**config.mk**
```make
export PLATFORM = sky130hd
export DESIGN_NAME = skin_mask_stream_flat
export DESIGN_NICKNAME = d
export VERILOG_FILES = /design/src/rtl/skin_mask_stream_if.sv /design/src/rtl/skin_mask_stream.sv /design/src/flat_wrapper.sv
export SDC_FILE = /design/constraint.sdc
export NUM_CORES = 1
export LEC_CHECK = 0
export ABC_CLOCK_PERIOD_IN_PS = 9300
export CAP_MARGIN = 20
export CORE_ASPECT_RATIO = 2
export CORE_MARGIN = 2
export CORE_UTILIZATION = 60
export CTS_BUF_LIST = sky130_fd_sc_hd__clkbuf_16
export CTS_CLUSTER_SIZE = 25
export DETAILED_ROUTE_END_ITERATION = 10
export PLACE_DENSITY = 0.81
export SETUP_SLACK_MARGIN = 0.2
export SYNTH_ARGS = -nofsm -noshare
export SYNTH_HDL_FRONTEND = slang
export SYNTH_SLANG_ARGS = --single-unit
```
**constraint.sdc**
```tcl
create_clock -name clk -period 9.3 [get_ports clk]
set_clock_uncertainty 0.1 [all_clocks]
set_input_delay 1.86 -clock clk [delete_from_list [all_inputs] [get_ports clk]]
set_output_delay 1.86 -clock clk [all_outputs]
set_load 0.01 [all_outputs]
```
**src/rtl/skin_mask_stream_if.sv**
```systemverilog
// rtl/skin_mask_stream_if.sv - pixel input stream between a pixel source and skin_mask_stream
interface skin_mask_stream_if #(
  parameter int COLOR_DEPTH = 8
);
  logic                   in_valid;
  logic                   in_ready;
  logic                   in_sof;
  logic [COLOR_DEPTH-1:0] in_r;
  logic [COLOR_DEPTH-1:0] in_g;
  logic [COLOR_DEPTH-1:0] in_b;

  modport master (output in_valid, in_sof, in_r, in_g, in_b, input in_ready);
  modport slave  (input in_valid, in_sof, in_r, in_g, in_b, output in_ready);
endinterface

```
**src/rtl/skin_mask_stream.sv**
```systemverilog
// rtl/skin_mask_stream.sv - streaming skin mask with per-frame count, centroid and bounding box
// The mask leaves one cycle after acceptance; the centroid comes from two bit-serial restoring dividers.
module skin_mask_stream #(
  parameter int WIDTH       = 256,
  parameter int DEPTH       = 256,
  parameter int COLOR_DEPTH = 8,
  localparam int XW = $clog2(WIDTH),
  localparam int YW = $clog2(DEPTH),
  localparam int CW = $clog2(WIDTH * DEPTH + 1),
  localparam int QW = (XW > YW) ? XW : YW,
  localparam int SW = QW + CW,
  localparam int DW = $clog2(SW + 1)
) (
  input  logic                   clk,
  input  logic                   rst_n,
  skin_mask_stream_if.slave      pix,
  input  logic [COLOR_DEPTH-1:0] u_lo,
  input  logic [COLOR_DEPTH-1:0] u_hi,
  input  logic [COLOR_DEPTH-1:0] v_lo,
  input  logic [COLOR_DEPTH-1:0] v_hi,
  input  logic                   use_v,
  output logic                   out_valid,
  output logic                   out_mask,
  output logic [COLOR_DEPTH-1:0] out_pixel,
  output logic [XW-1:0]          out_x,
  output logic [YW-1:0]          out_y,
  output logic                   stats_valid,
  output logic [CW-1:0]          pix_count,
  output logic [XW-1:0]          centroid_x,
  output logic [YW-1:0]          centroid_y,
  output logic [XW-1:0]          bbox_x0,
  output logic [YW-1:0]          bbox_y0,
  output logic [XW-1:0]          bbox_x1,
  output logic [YW-1:0]          bbox_y1,
  output logic                   no_face
);
  typedef enum logic [1:0] {ACCEPT, DIVIDE, REPORT} state_e;

  state_e                 state_q;
  logic                   ready_q, usev_q;
  logic [XW-1:0]          x_q, minx_q, maxx_q, qx_q;
  logic [YW-1:0]          y_q, miny_q, maxy_q, qy_q;
  logic [COLOR_DEPTH-1:0] ulo_q, uhi_q, vlo_q, vhi_q;
  logic [CW-1:0]          cnt_q, den_q, rx_q, ry_q;
  logic [SW-1:0]          sx_q, sy_q, nx_q, ny_q;
  logic [DW-1:0]          dcnt_q;
  logic                   ov_q, om_q, sv_q, nf_q;
  logic [XW-1:0]          ox_q, cx_q, bx0_q, bx1_q;
  logic [YW-1:0]          oy_q, cy_q, by0_q, by1_q;
  logic [CW-1:0]          pc_q;

  logic                   accept, at_origin, line_end, frame_end, skin, t_usev, bx, by;
  logic [XW-1:0]          cur_x, minx_d, maxx_d;
  logic [YW-1:0]          cur_y, miny_d, maxy_d;
  logic [COLOR_DEPTH-1:0] t_ulo, t_uhi, t_vlo, t_vhi, u_c, v_c;
  logic [CW-1:0]          cnt_d, rx_d, ry_d;
  logic [SW-1:0]          sx_d, sy_d;
  logic [CW:0]            rx_sh, ry_sh;

  always_comb begin
    accept    = pix.in_valid && ready_q;
    cur_x     = pix.in_sof ? '0 : x_q;
    cur_y     = pix.in_sof ? '0 : y_q;
    at_origin = (cur_x == '0) && (cur_y == '0);
    line_end  = cur_x == XW'(WIDTH - 1);
    frame_end = line_end && (cur_y == YW'(DEPTH - 1));
    // The first pixel of a frame is classified with the live thresholds it is about to latch
    t_ulo  = at_origin ? u_lo  : ulo_q;
    t_uhi  = at_origin ? u_hi  : uhi_q;
    t_vlo  = at_origin ? v_lo  : vlo_q;
    t_vhi  = at_origin ? v_hi  : vhi_q;
    t_usev = at_origin ? use_v : usev_q;
    u_c  = (pix.in_r >= pix.in_g) ? pix.in_r - pix.in_g : '0;
    v_c  = (pix.in_b >= pix.in_g) ? pix.in_b - pix.in_g : '0;
    skin = (t_ulo < u_c) && (u_c < t_uhi) && (!t_usev || ((t_vlo < v_c) && (v_c < t_vhi)));
    cnt_d  = pix.in_sof ? '0 : cnt_q;
    sx_d   = pix.in_sof ? '0 : sx_q;
    sy_d   = pix.in_sof ? '0 : sy_q;
    minx_d = pix.in_sof ? '1 : minx_q;
    maxx_d = pix.in_sof ? '0 : maxx_q;
    miny_d = pix.in_sof ? '1 : miny_q;
    maxy_d = pix.in_sof ? '0 : maxy_q;
    if (skin) begin
      cnt_d = cnt_d + CW'(1);
      sx_d  = sx_d + SW'(cur_x);
      sy_d  = sy_d + SW'(cur_y);
      if (cur_x < minx_d) minx_d = cur_x;
      if (cur_x > maxx_d) maxx_d = cur_x;
      if (cur_y < miny_d) miny_d = cur_y;
      if (cur_y > maxy_d) maxy_d = cur_y;
    end
    rx_sh = {rx_q, nx_q[SW-1]};
    ry_sh = {ry_q, ny_q[SW-1]};
    bx    = rx_sh >= {1'b0, den_q};
    by    = ry_sh >= {1'b0, den_q};
    rx_d  = bx ? CW'(rx_sh - {1'b0, den_q}) : rx_sh[CW-1:0];
    ry_d  = by ? CW'(ry_sh - {1'b0, den_q}) : ry_sh[CW-1:0];
  end

  always_ff @(posedge clk) begin
    if (!rst_n) begin
      state_q <= ACCEPT;
      ready_q <= 1'b1;
      x_q <= '0;  y_q <= '0;
      ulo_q <= '0;  uhi_q <= '0;  vlo_q <= '0;  vhi_q <= '0;  usev_q <= 1'b0;
      cnt_q <= '0;  sx_q <= '0;  sy_q <= '0;
      minx_q <= '1;  maxx_q <= '0;  miny_q <= '1;  maxy_q <= '0;
      nx_q <= '0;  ny_q <= '0;  den_q <= '0;  rx_q <= '0;  ry_q <= '0;
      qx_q <= '0;  qy_q <= '0;  dcnt_q <= '0;
      ov_q <= 1'b0;  om_q <= 1'b0;  ox_q <= '0;  oy_q <= '0;
      sv_q <= 1'b0;  pc_q <= '0;  cx_q <= '0;  cy_q <= '0;  nf_q <= 1'b0;
      bx0_q <= '0;  by0_q <= '0;  bx1_q <= '0;  by1_q <= '0;
    end else begin
      ov_q <= accept;
      sv_q <= 1'b0;
      if (accept) begin
        om_q <= skin;
        ox_q <= cur_x;
        oy_q <= cur_y;
      end
      case (state_q)
        ACCEPT: if (accept) begin
          cnt_q <= cnt_d;  sx_q <= sx_d;  sy_q <= sy_d;
          minx_q <= minx_d;  maxx_q <= maxx_d;  miny_q <= miny_d;  maxy_q <= maxy_d;
          x_q <= line_end ? '0 : cur_x + XW'(1);
          y_q <= !line_end ? cur_y : (frame_end ? '0 : cur_y + YW'(1));
          if (at_origin) begin
            ulo_q <= u_lo;  uhi_q <= u_hi;  vlo_q <= v_lo;  vhi_q <= v_hi;  usev_q <= use_v;
          end
          if (frame_end) begin
            ready_q <= 1'b0;
            nx_q <= sx_d;  ny_q <= sy_d;  den_q <= cnt_d;
            rx_q <= '0;  ry_q <= '0;  qx_q <= '0;  qy_q <= '0;  dcnt_q <= '0;
            if (cnt_d == '0) begin
              state_q <= REPORT;
              sv_q <= 1'b1;  nf_q <= 1'b1;  pc_q <= '0;  cx_q <= '0;  cy_q <= '0;
              bx0_q <= '0;  by0_q <= '0;  bx1_q <= '0;  by1_q <= '0;
            end else begin
              state_q <= DIVIDE;
            end
          end
        end
        DIVIDE: begin
          nx_q <= nx_q << 1;  ny_q <= ny_q << 1;
          rx_q <= rx_d;  ry_q <= ry_d;
          // Only the low quotient bits survive; the centroid never exceeds the frame size
          qx_q <= XW'({qx_q, bx});
          qy_q <= YW'({qy_q, by});
          dcnt_q <= dcnt_q + DW'(1);
          if (dcnt_q == DW'(SW - 1)) begin
            state_q <= REPORT;
            sv_q <= 1'b1;  nf_q <= 1'b0;  pc_q <= den_q;
            cx_q <= XW'({qx_q, bx});  cy_q <= YW'({qy_q, by});
            bx0_q <= minx_q;  by0_q <= miny_q;  bx1_q <= maxx_q;  by1_q <= maxy_q;
          end
        end
        REPORT: begin
          cnt_q <= '0;  sx_q <= '0;  sy_q <= '0;
          minx_q <= '1;  maxx_q <= '0;  miny_q <= '1;  maxy_q <= '0;
          x_q <= '0;  y_q <= '0;
          ready_q <= 1'b1;
          state_q <= ACCEPT;
        end
        default: state_q <= ACCEPT;
      endcase
    end
  end

  assign pix.in_ready  = ready_q;
  assign out_valid     = ov_q;
  assign out_mask      = om_q;
  assign out_pixel     = {COLOR_DEPTH{om_q}};
  assign out_x         = ox_q;
  assign out_y         = oy_q;
  assign stats_valid   = sv_q;
  assign pix_count     = pc_q;
  assign centroid_x    = cx_q;
  assign centroid_y    = cy_q;
  assign bbox_x0       = bx0_q;
  assign bbox_y0       = by0_q;
  assign bbox_x1       = bx1_q;
  assign bbox_y1       = by1_q;
  assign no_face       = nf_q;
endmodule

```
**src/flat_wrapper.sv**
```systemverilog
// flat-port wrapper written by rule: the top's interface ports become plain ports
module skin_mask_stream_flat 
#(
  parameter int WIDTH       = 256,
  parameter int DEPTH       = 256,
  parameter int COLOR_DEPTH = 8,
  localparam int XW = $clog2(WIDTH),
  localparam int YW = $clog2(DEPTH),
  localparam int CW = $clog2(WIDTH * DEPTH + 1),
  localparam int QW = (XW > YW) ? XW : YW,
  localparam int SW = QW + CW,
  localparam int DW = $clog2(SW + 1)
)
  (clk, rst_n, u_lo, u_hi, v_lo, v_hi, use_v, out_valid, out_mask, out_pixel, out_x, out_y, stats_valid, pix_count, centroid_x, centroid_y, bbox_x0, bbox_y0, bbox_x1, bbox_y1, no_face, pix_in_valid, pix_in_sof, pix_in_r, pix_in_g, pix_in_b, pix_in_ready);
  skin_mask_stream_if #(.COLOR_DEPTH(COLOR_DEPTH)) pix_i ();
  input  logic clk;
  input  logic rst_n;
  input  logic [COLOR_DEPTH-1:0] u_lo;
  input  logic [COLOR_DEPTH-1:0] u_hi;
  input  logic [COLOR_DEPTH-1:0] v_lo;
  input  logic [COLOR_DEPTH-1:0] v_hi;
  input  logic use_v;
  output logic out_valid;
  output logic out_mask;
  output logic [COLOR_DEPTH-1:0] out_pixel;
  output logic [XW-1:0] out_x;
  output logic [YW-1:0] out_y;
  output logic stats_valid;
  output logic [CW-1:0] pix_count;
  output logic [XW-1:0] centroid_x;
  output logic [YW-1:0] centroid_y;
  output logic [XW-1:0] bbox_x0;
  output logic [YW-1:0] bbox_y0;
  output logic [XW-1:0] bbox_x1;
  output logic [YW-1:0] bbox_y1;
  output logic no_face;
  input wire logic [$bits(pix_i.in_valid)-1:0] pix_in_valid;
  input wire logic [$bits(pix_i.in_sof)-1:0] pix_in_sof;
  input wire logic [$bits(pix_i.in_r)-1:0] pix_in_r;
  input wire logic [$bits(pix_i.in_g)-1:0] pix_in_g;
  input wire logic [$bits(pix_i.in_b)-1:0] pix_in_b;
  output wire logic [$bits(pix_i.in_ready)-1:0] pix_in_ready;
  assign pix_i.in_valid = pix_in_valid;
  assign pix_i.in_sof = pix_in_sof;
  assign pix_i.in_r = pix_in_r;
  assign pix_i.in_g = pix_in_g;
  assign pix_i.in_b = pix_in_b;
  assign pix_in_ready = pix_i.in_ready;
  skin_mask_stream #(.WIDTH(WIDTH), .DEPTH(DEPTH), .COLOR_DEPTH(COLOR_DEPTH)) u_core (.clk(clk), .rst_n(rst_n), .pix(pix_i), .u_lo(u_lo), .u_hi(u_hi), .v_lo(v_lo), .v_hi(v_hi), .use_v(use_v), .out_valid(out_valid), .out_mask(out_mask), .out_pixel(out_pixel), .out_x(out_x), .out_y(out_y), .stats_valid(stats_valid), .pix_count(pix_count), .centroid_x(centroid_x), .centroid_y(centroid_y), .bbox_x0(bbox_x0), .bbox_y0(bbox_y0), .bbox_x1(bbox_x1), .bbox_y1(bbox_y1), .no_face(no_face));
endmodule
```
After elaboration in Yosys (flattened, before gate mapping)
Cells that the tools add are included.
{"block": "word_totals", "latch_bits": 0, "ff_bits": 356, "n_memories": 0, "ram_bits": 0, "output_inout_bits": 94, "mem_bits_ro": 0, "in_bits": 61, "word_cells": 194}
{"block": "classes", "mul": 0, "n_eq_ne": 9, "bitwise_logic": 0, "n_lt_le_gt_ge": 12, "add_sub_neg": 10, "muxes": 105, "shift": 0, "n_div": 0, "n_reduce_logical": 21}
{"op": "8-bit 2-to-1 mux", "count": 38}
{"op": "25-bit 2-to-1 mux", "count": 10}
{"op": "25-bit one-hot mux with 2 select lines", "count": 4}
{"op": "8-bit one-hot mux with 2 select lines", "count": 12}
{"op": "17-bit 2-to-1 mux", "count": 11}
{"op": "17-bit one-hot mux with 2 select lines", "count": 4}
{"op": "25-bit by 8-bit adder with 25-bit output", "count": 2}
{"op": "8-bit < comparator", "count": 6}
{"op": "18-bit by 17-bit >= comparator with 1-bit output", "count": 2}
{"op": "17-bit subtractor", "count": 2}
{"op": "7-bit one-hot mux with 2 select lines", "count": 2}
{"op": "17-bit by 1-bit adder with 17-bit output, second input constant", "count": 1}
{"op": "17-bit logical NOT", "count": 1}
{"op": "8-bit by 1-bit adder with 8-bit output, second input constant", "count": 2}
{"op": "8-bit == test, second input constant", "count": 2}
{"op": "8-bit >= comparator", "count": 2}
{"op": "8-bit greater-than comparator", "count": 2}
{"op": "8-bit logical NOT", "count": 2}
{"op": "8-bit subtractor", "count": 2}
{"op": "7-bit 2-to-1 mux", "count": 2}
{"op": "3-bit AND reduction", "count": 4}
{"op": "1-bit 2-to-1 mux", "count": 11}
{"op": "5-bit 2-to-1 mux", "count": 2}
{"op": "5-bit one-hot mux with 2 select lines", "count": 1}
{"op": "15 further kinds", "count": 30}

Depth between registers and ports, before layout
{"block": "logic_depth", "depth_word": 14, "ltp_mapped": 28, "ltp_nobuf": 24}

Worst setup path after synthesis
OpenSTA, ideal clock, no wires.
{"block": "synth_timing", "path_type": "input to register", "start": "input pix_in_sof", "end": "register u_core.cy_q[0], in the netlist u_core.centroid_y[0]", "t_arrival_ns": 7.991, "stages": 28, "setup_slack_ns": 1.079, "cell_sequence": "clkbuf_1 > buf_1 > buf_6 > buf_6 > clkbuf_1 > clkbuf_1 > nand2b_1 > ha_1 > and2_1 > nand4_2 > nand2_1 > clkbuf_1 > clkbuf_1 > mux2i_1 > ha_1 > nor2b_1 > nor2b_1 > a221o_1 > a2111oi_2 > o211ai_2 > nor4_4 > mux2i_1 > nor4_4 > and3_4 > buf_12 > buf_8 > nand3b_1 > a21oi_1"}
{"block": "synth_between", "elab_chain_len": 12}
{"element": "start, declared", "line_no": "flat_wrapper.sv:38", "text": "input wire logic [$bits(pix_i.in_sof)-1:0] pix_in_sof;"}
{"element": "8-bit 2-to-1 mux, on equally long branches", "line_no": "skin_mask_stream.sv:62, skin_mask_stream.sv:63"}
{"element": "8-bit logical NOT", "line_no": "skin_mask_stream.sv:64", "text": "at_origin = (cur_x == '0) && (cur_y == '0);"}
{"element": "1-bit logical AND", "line_no": "skin_mask_stream.sv:64"}
{"element": "8-bit 2-to-1 mux"}
{"element": "8-bit < comparator", "line_no": "skin_mask_stream.sv:75", "text": "skin = (t_ulo < u_c) && (u_c < t_uhi) && (!t_usev || ((t_vlo < v_c) && (v_c < t_vhi)));"}
{"element": "1-bit logical AND", "line_no": "skin_mask_stream.sv:75"}
{"element": "1-bit logical OR", "line_no": "skin_mask_stream.sv:75"}
{"element": "1-bit logical AND", "line_no": "skin_mask_stream.sv:75"}
{"element": "17-bit 2-to-1 mux", "line_no": "skin_mask_stream.sv:83", "text": "if (skin) begin"}
{"element": "17-bit logical NOT", "line_no": "skin_mask_stream.sv:134", "text": "if (cnt_d == '0) begin"}
{"element": "2-bit by 1-bit inequality test with 1-bit output (no line)"}
{"element": "5-bit AND reduction (no line) (*)"}
{"element": "end signal, assigned", "line_no": "skin_mask_stream.sv:153", "text": "cx_q <= XW'({qx_q, bx}); cy_q <= YW'({qy_q, by});"}
{"element": "end, declared", "line_no": "skin_mask_stream.sv:49", "text": "logic [YW-1:0] oy_q, cy_q, by0_q, by1_q;"}
Mark *: on every way between the ends. The rest lies on a longest branch, timed or not.
A chain may end at the register's enable or synchronous reset.

Final worst setup path
{"block": "layout_timing", "start": "input pix_in_b[0]", "end": "register u_core.bx1_q[5], in the netlist u_core.bbox_x1[5]"}
{"block": "layout_between", "elab_chain_len": 10}
{"element": "start, declared", "line_no": "flat_wrapper.sv:41", "text": "input wire logic [$bits(pix_i.in_b)-1:0] pix_in_b;"}
{"element": "8-bit subtractor / 8-bit >= comparator (equally long branches)", "line_no": "skin_mask_stream.sv:74", "text": "v_c = (pix.in_b >= pix.in_g) ? pix.in_b - pix.in_g : '0;"}
{"element": "8-bit 2-to-1 mux (*)", "line_no": "skin_mask_stream.sv:74"}
{"element": "8-bit < comparator", "line_no": "skin_mask_stream.sv:75"}
{"element": "1-bit logical AND (*)", "line_no": "skin_mask_stream.sv:75"}
{"element": "1-bit logical OR (*)", "line_no": "skin_mask_stream.sv:75"}
{"element": "1-bit logical AND (*)", "line_no": "skin_mask_stream.sv:75"}
{"element": "17-bit 2-to-1 mux (*)", "line_no": "skin_mask_stream.sv:83"}
{"element": "17-bit logical NOT (*)", "line_no": "skin_mask_stream.sv:134"}
{"element": "2-bit by 1-bit inequality test with 1-bit output (no line) (*)"}
{"element": "5-bit AND reduction (no line) (*)"}
{"element": "end signal, assigned", "line_no": "skin_mask_stream.sv:154", "text": "bx0_q <= minx_q; by0_q <= miny_q; bx1_q <= maxx_q; by1_q <= maxy_q;"}
{"element": "end, declared", "line_no": "skin_mask_stream.sv:48", "text": "logic [XW-1:0] ox_q, cx_q, bx0_q, bx1_q;"}
Marks and branches as above.

==> flow_summary.json <==
{
  "numCtsBuffers": 34,
  "top_layer": "met4",
  "clock_path_buffers": 3,
  "synthTopCellsByCount": "dfxtp_1, nand2_1, nor2_1",
  "yosysWarningCount": 0,
  "fin_cells": 3090,
  "final_util_pct": 68.4,
  "synth_cells": 2564,
  "synthMostInstantiatedCell": "dfxtp_1",
  "post_cts_buffers": 0,
  "timing.critical_path.arrival_ps": 7880,
  "rows": 96,
  "path_class": "input port to flop",
  "m1WireLength_mm": 21.7,
  "worst_slack_ps": 1690,
  "seq_area_frac_synth_pct": 34.5,
  "holdWs_ps": 356,
  "ys_seq_elements": 356,
  "dr.first_iter.drc_count": 1342,
  "p_int_mw": 2.47,
  "finalNetCount": 2823,
  "htreeDepth": 2,
  "peakVddDrop_uv": 147,
  "syn_nets": 2762,
  "synth_area_sq_um": 20700,
  "ys_types": 94,
  "avgSynthCellArea_sq_um": 8.06,
  "p_seq_share_pct": 46.4,
  "grt_first_pass_wirelength_mm": 97.5,
  "cp_max_fo": 66,
  "syn_to_final_growth_pct": 12.9,
  "die_x_um": 135,
  "root_buffer": "clkbuf_16",
  "die_y_um": 266,
  "fin_crit_sh_pct": 81.8,
  "start_kind": "input port",
  "swShare_pct": 26.6,
  "io-pin-count": 155,
  "via_per_inst": 6.27,
  "final_hold_viol_count": 0,
  "leakage_nw": 8.94,
  "dpl.hpwl_mm": 43.2,
  "grt_max_degree": 204,
  "max_freq_mhz": 131,
  "diodes": 0,
  "totalPowerFinal_mw": 3.36,
  "min_path_type": "flop to flop",
  "slew_headroom_pct": 18.5,
  "p_per_area_nw_per_um2": 144,
  "synth.largest_area_cell": "dfxtp_1",
  "synthArstFlopShare_pct": 0,
  "avgRoutedWirePerCell_um": 19.9,
  "status": "complete, no violations",
  "ctsResizeCount": 0,
  "grt_use_total_pct": 33.7,
  "fin_area_sq_um": 23300,
  "p_comb_share_pct": 11.7,
  "p_switching_mw": 0.896,
  "cts_hold_buffers": 0,
  "synth_area_leaders": "dfxtp_1, ha_1, nand2_1",
  "dp.cells": 3029,
  "synth_flop_cell": "dfxtp_1",
  "setup_viol": 0,
  "via_count": 19400,
  "synth_top_area_share_pct": 34.5,
  "clock_latency_ps": 550,
  "core_area_sq_um": 34100,
  "fin_crit_ps": 7610,
  "drcViolationCount": 0,
  "routed-wl-met2_mm": 32.0,
  "gp_congestion": 0.977,
  "drv_slew": 0,
  "placed_area_sq_um": 22200,
  "worstMarginPinSlew_ps": 1220,
  "rsz0062_at_grt": "false",
  "grt-ovfl-total": 0,
  "clock_sinks": 356,
  "fp.dieArea_sq_um": 36000,
  "place_ws_ps": 1270,
  "power.share.clock_pct": 41.9,
  "clkTransAtPathRegs_ps": 70,
  "wl_met3_mm": 3.19,
  "antenna_found_initial": 0,
  "fin_tns_setup_ps": 0,
  "maxCapViolations": 0,
  "drt_pass1_iterations": 7,
  "cts_tree": "built",
  "grt_pass1_vias": 19300,
  "port_buffers": 154,
  "drive_gt1_share_pct": 5.81,
  "required_ps": 9570,
  "wirelength_mm": 61.4,
  "antenna_left": 0,
  "synth-edff-count": 0,
  "start_util_pct": 60.6,
  "setup.worst_path.end_class": "flop"
}
==> worst max-delay path, cell delays in order <==
cell	delay, ps
clkdlybuf4s50_1	450
inv_1	50
ha_1	220
fa_1	420
nand2b_1	190
a21oi_1	290
a41oi_1	90
o21bai_1	420
nand2_1	150
inv_1	110
ha_1	240
a211oi_1	360
o21ai_0	140
a31oi_1	190
o22ai_1	210
a221o_2	460
nor4_4	400
mux2i_1	190
nor4_4	440
and3_4	660
nand3b_1	190
a21oi_1	100
==> routing by layer <==
metal	global-route usage, %	vias up
met4	23.3	0
met2	61.8	750
li1	-	9129
met3	3.61	256
met1	35.4	9232
met5	0	-
==> cell usage in the layout, fill, tap and decap left out, types with 35 or more instances in the layout <==
cell type        netlist  final
dfxtp_1              356    356
a21oi_1              226    225
xor2_1                53     53
a22oi_1               41     41
nand2b_1              53     52
nor2b_1               48     47
nand3_1               62     62
clkbuf_16              0     35
mux2i_1               38     38
a211oi_1              49     49
nand2_1              314    313
clkdlybuf4s50_1        0    153
nand4_1               36     36
nand3b_1              67     67
o21ai_0              130    130
nor2_1               265    261
buf_4                 18     35
inv_1                 89     90
xnor2_1               55     55
ha_1                 131    131
nor3_1                44     42
==> worst paths after layout <==
kind                       start           endpoint  slack (ps)  cells past startpoint
setup reg to reg   u_core.x_q[1]  u_core.bbox_x1[5]        2780                     22
hold / removal    u_core.ny_q[5]     u_core.ny_q[6]         360                      2
hold reg to reg   u_core.ny_q[5]     u_core.ny_q[6]         360                      2
setup / recovery     pix_in_b[0]  u_core.bbox_x1[5]        1690                     22
==> cells by family (layout without fill, tap and decap cells) <==
| family | count (synthesis) | after routing | synth area share, % |
|---|---|---|---|
| adders and majority gates | 137 | 137 | 8.51 |
| and+or+nand+nor | 1004 | 1004 | 23.8 |
| AOI/OAI and AO/OA | 643 | 643 | 19.8 |
| xor gates and xnor gates | 108 | 108 | 4.58 |
| DFF | 356 | 356 | 34.5 |
| buffers and inverters | 255 | 340 | 5.73 |
| muxes | 61 | 61 | 3.09 |
==> cell type report <==
| cell class | instances | area, sq um |
|---|---|---|
| clock inverter | 25 | 214 |
| inverter | 90 | 343 |
| multi-input combinational | 1953 | 12400 |
| timing repair buffer | 190 | 1830 |
| tap | 441 | 552 |
| fill | 2875 | 10800 |
| clock buffer | 35 | 876 |
| sequential | 356 | 7130 |
==> flip-flops by register name (all words and copies together), names as in the netlist, 17 cells and up <==
signal / count
u_core.sx_q: 25
u_core.den_q: 17
u_core.ny_q: 25
u_core.nx_q: 25
u_core.sy_q: 25
u_core.ry_q: 17
u_core.rx_q: 17
u_core.pix_count: 17
u_core.cnt_q: 17
==> power by group through the flow <==
stage               registers [mW]  clock network [mW]  logic, mW
CTS                           1.56                1.42      0.386
global route                  1.56                1.47      0.427
global placement              1.60                   0      0.370
floorplan                     1.59                   0      0.261
detailed placement            1.60                   0      0.384
finish                        1.56                1.41      0.394
(Power assumes the default switching activity.)
==> edit (same flow settings) <==
Encoding of `state_e`: now one-hot (3 bits for 3 states).
--- a/src/rtl/skin_mask_stream.sv
+++ b/src/rtl/skin_mask_stream.sv
@@ -35,5 +35,5 @@
   output logic                   no_face
 );
-  typedef enum logic [1:0] {ACCEPT, DIVIDE, REPORT} state_e;
+  typedef enum logic [2:0] {ACCEPT = 3'b001, DIVIDE = 3'b010, REPORT = 3'b100} state_e;
 
   state_e                 state_q;
Function: same outputs for any inputs over 4 cycles, from zero or initial values and one cycle with rst_n low; so few cycles prove little.
==> edit against the unedited design <==
  * Die area decreased by 1.4%
  * Area after synthesis decreased by 1.4%
  * Hold slack improved by 1.9 ps
  * Sequential cell count increased by 1
  * Routed wire length decreased by 3.6%
  * Largest power group unchanged
  * Cell count decreased by 1.7%
  * Synthesized cell count decreased by 2.1%
  * Highest routed layer unchanged
  * Power decreased by 1.3%
  * Maximum frequency decreased by 6.2%
  * Critical endpoint is now u_core.bbox_y0[7]
  * Design area decreased by 0.52%
  * Combinational power decreased by 2%
  * Worst setup slack got worse by 500 ps
==> edit: results (changes against the unedited design) <==
| Metric | Value |
|---|---|
| Met1 Resource Use GR | `32.9% (-2.5 points)` |
| # H-tree levels | `1 (-1)` |
| Vias | `19100 (-1.3%)` |
| Worst r2r path cells | `18 (-18%)` |
| Sequential area share after synthesis | `35.1% (+0.59 points)` |
| HPWL Detailed | `41.8 mm (-3.2%)` |
| Dpl ws | `773 ps (-496 ps)` |
| Routed len/inst | `19.5 um (-1.8%)` |
| Layout fillers | `2782 (-3.2%)` |
| Synth top cells by count | `dfxtp_1 (357), nor2_1 (340), nand2_1 (305)` |
| R2R setup slack | `2680 ps (-100 ps)` |
| CP arrival | `8510 ps (+630 ps)` |
| CP max-delay cell | `nor4b_1` |
| Invs w/o clock | `99 (+10%)` |
| Total GRT Usage | `32.7% (-1.0 points)` |
| WL met1 | `20.4 mm (-5.9%)` |
| Clk pwr | `1370 uW (-3%)` |
| Grt met3 use | `3.82% (+0.22 points)` |
| Setup crit start | `pix_in_g[1]` |
| VDD IR-drop max | `0.149 mV (+1.3%)` |
| Run status | `completed` |
| Yosys cell types | `76 (-19%)` |
| CTS sink cnt | `357 (+0.28%)` |
| Worst-Skew Late Latency | `590 ps (+40 ps)` |
| Min Clock Period, post-route | `8110 ps (+502 ps)` |
| Non-clock buffers | `192 (+1.1%)` |
| Clock-cell share | `4.57% (-0.10 points)` |
| GP Congestion | `0.944 (-3.3%)` |
| Worst Hold End | `u_core.bbox_x1[6]` |
| Comb. pwr | `388 uW (-2%)` |
| Sequential share of cell area | `30.8% (+0.25 points)` |
| Power, Total | `3320 uW (-1.3%)` |
| Top cells by area, synth | `dfxtp_1 (35%), ha_1 (8.0%), mux2i_1 (6.4%)` |
| Int Power | `2450 uW (-0.79%)` |
-- edit: worst min-delay path: cells and delay by family, from the launching register on --
kind / cells / cell delay, ps
mux: 1 / 50
flops: 1 / 310
simple gates: 1 / 50
-- edit: through the flow --
| stage | hold slack, ps | cell area [um^2] | util, % | std cells |
|---|---|---|---|---|
| global placement | 337 | 22100 | 65.9 | 2975 |
| global route | 374 | 23200 | 69.2 | 3036 |
| CTS | 361 | 23200 | 69.1 | 3034 |
| detailed placement | 347 | 22100 | 66.0 | 2976 |
| finish | 358 | 23200 | 69.2 | 3036 |
| floorplan | 326 | 20400 | - | 2511 |
-- edit: logic make-up after synthesis --
| family | after synthesis | share of synthesized area [%] |
|---|---|---|
| AND/OR/NAND/NOR | 945 | 20.9 |
| XOR/XNOR | 96 | 4.13 |
| buffers and inverters | 260 | 5.16 |
| adder cells (fa/ha/maj) | 137 | 8.63 |
| flip-flops | 357 | 35.1 |
| AO/OA/AOI/OAI | 570 | 18.9 |
| multiplexers | 146 | 7.27 |
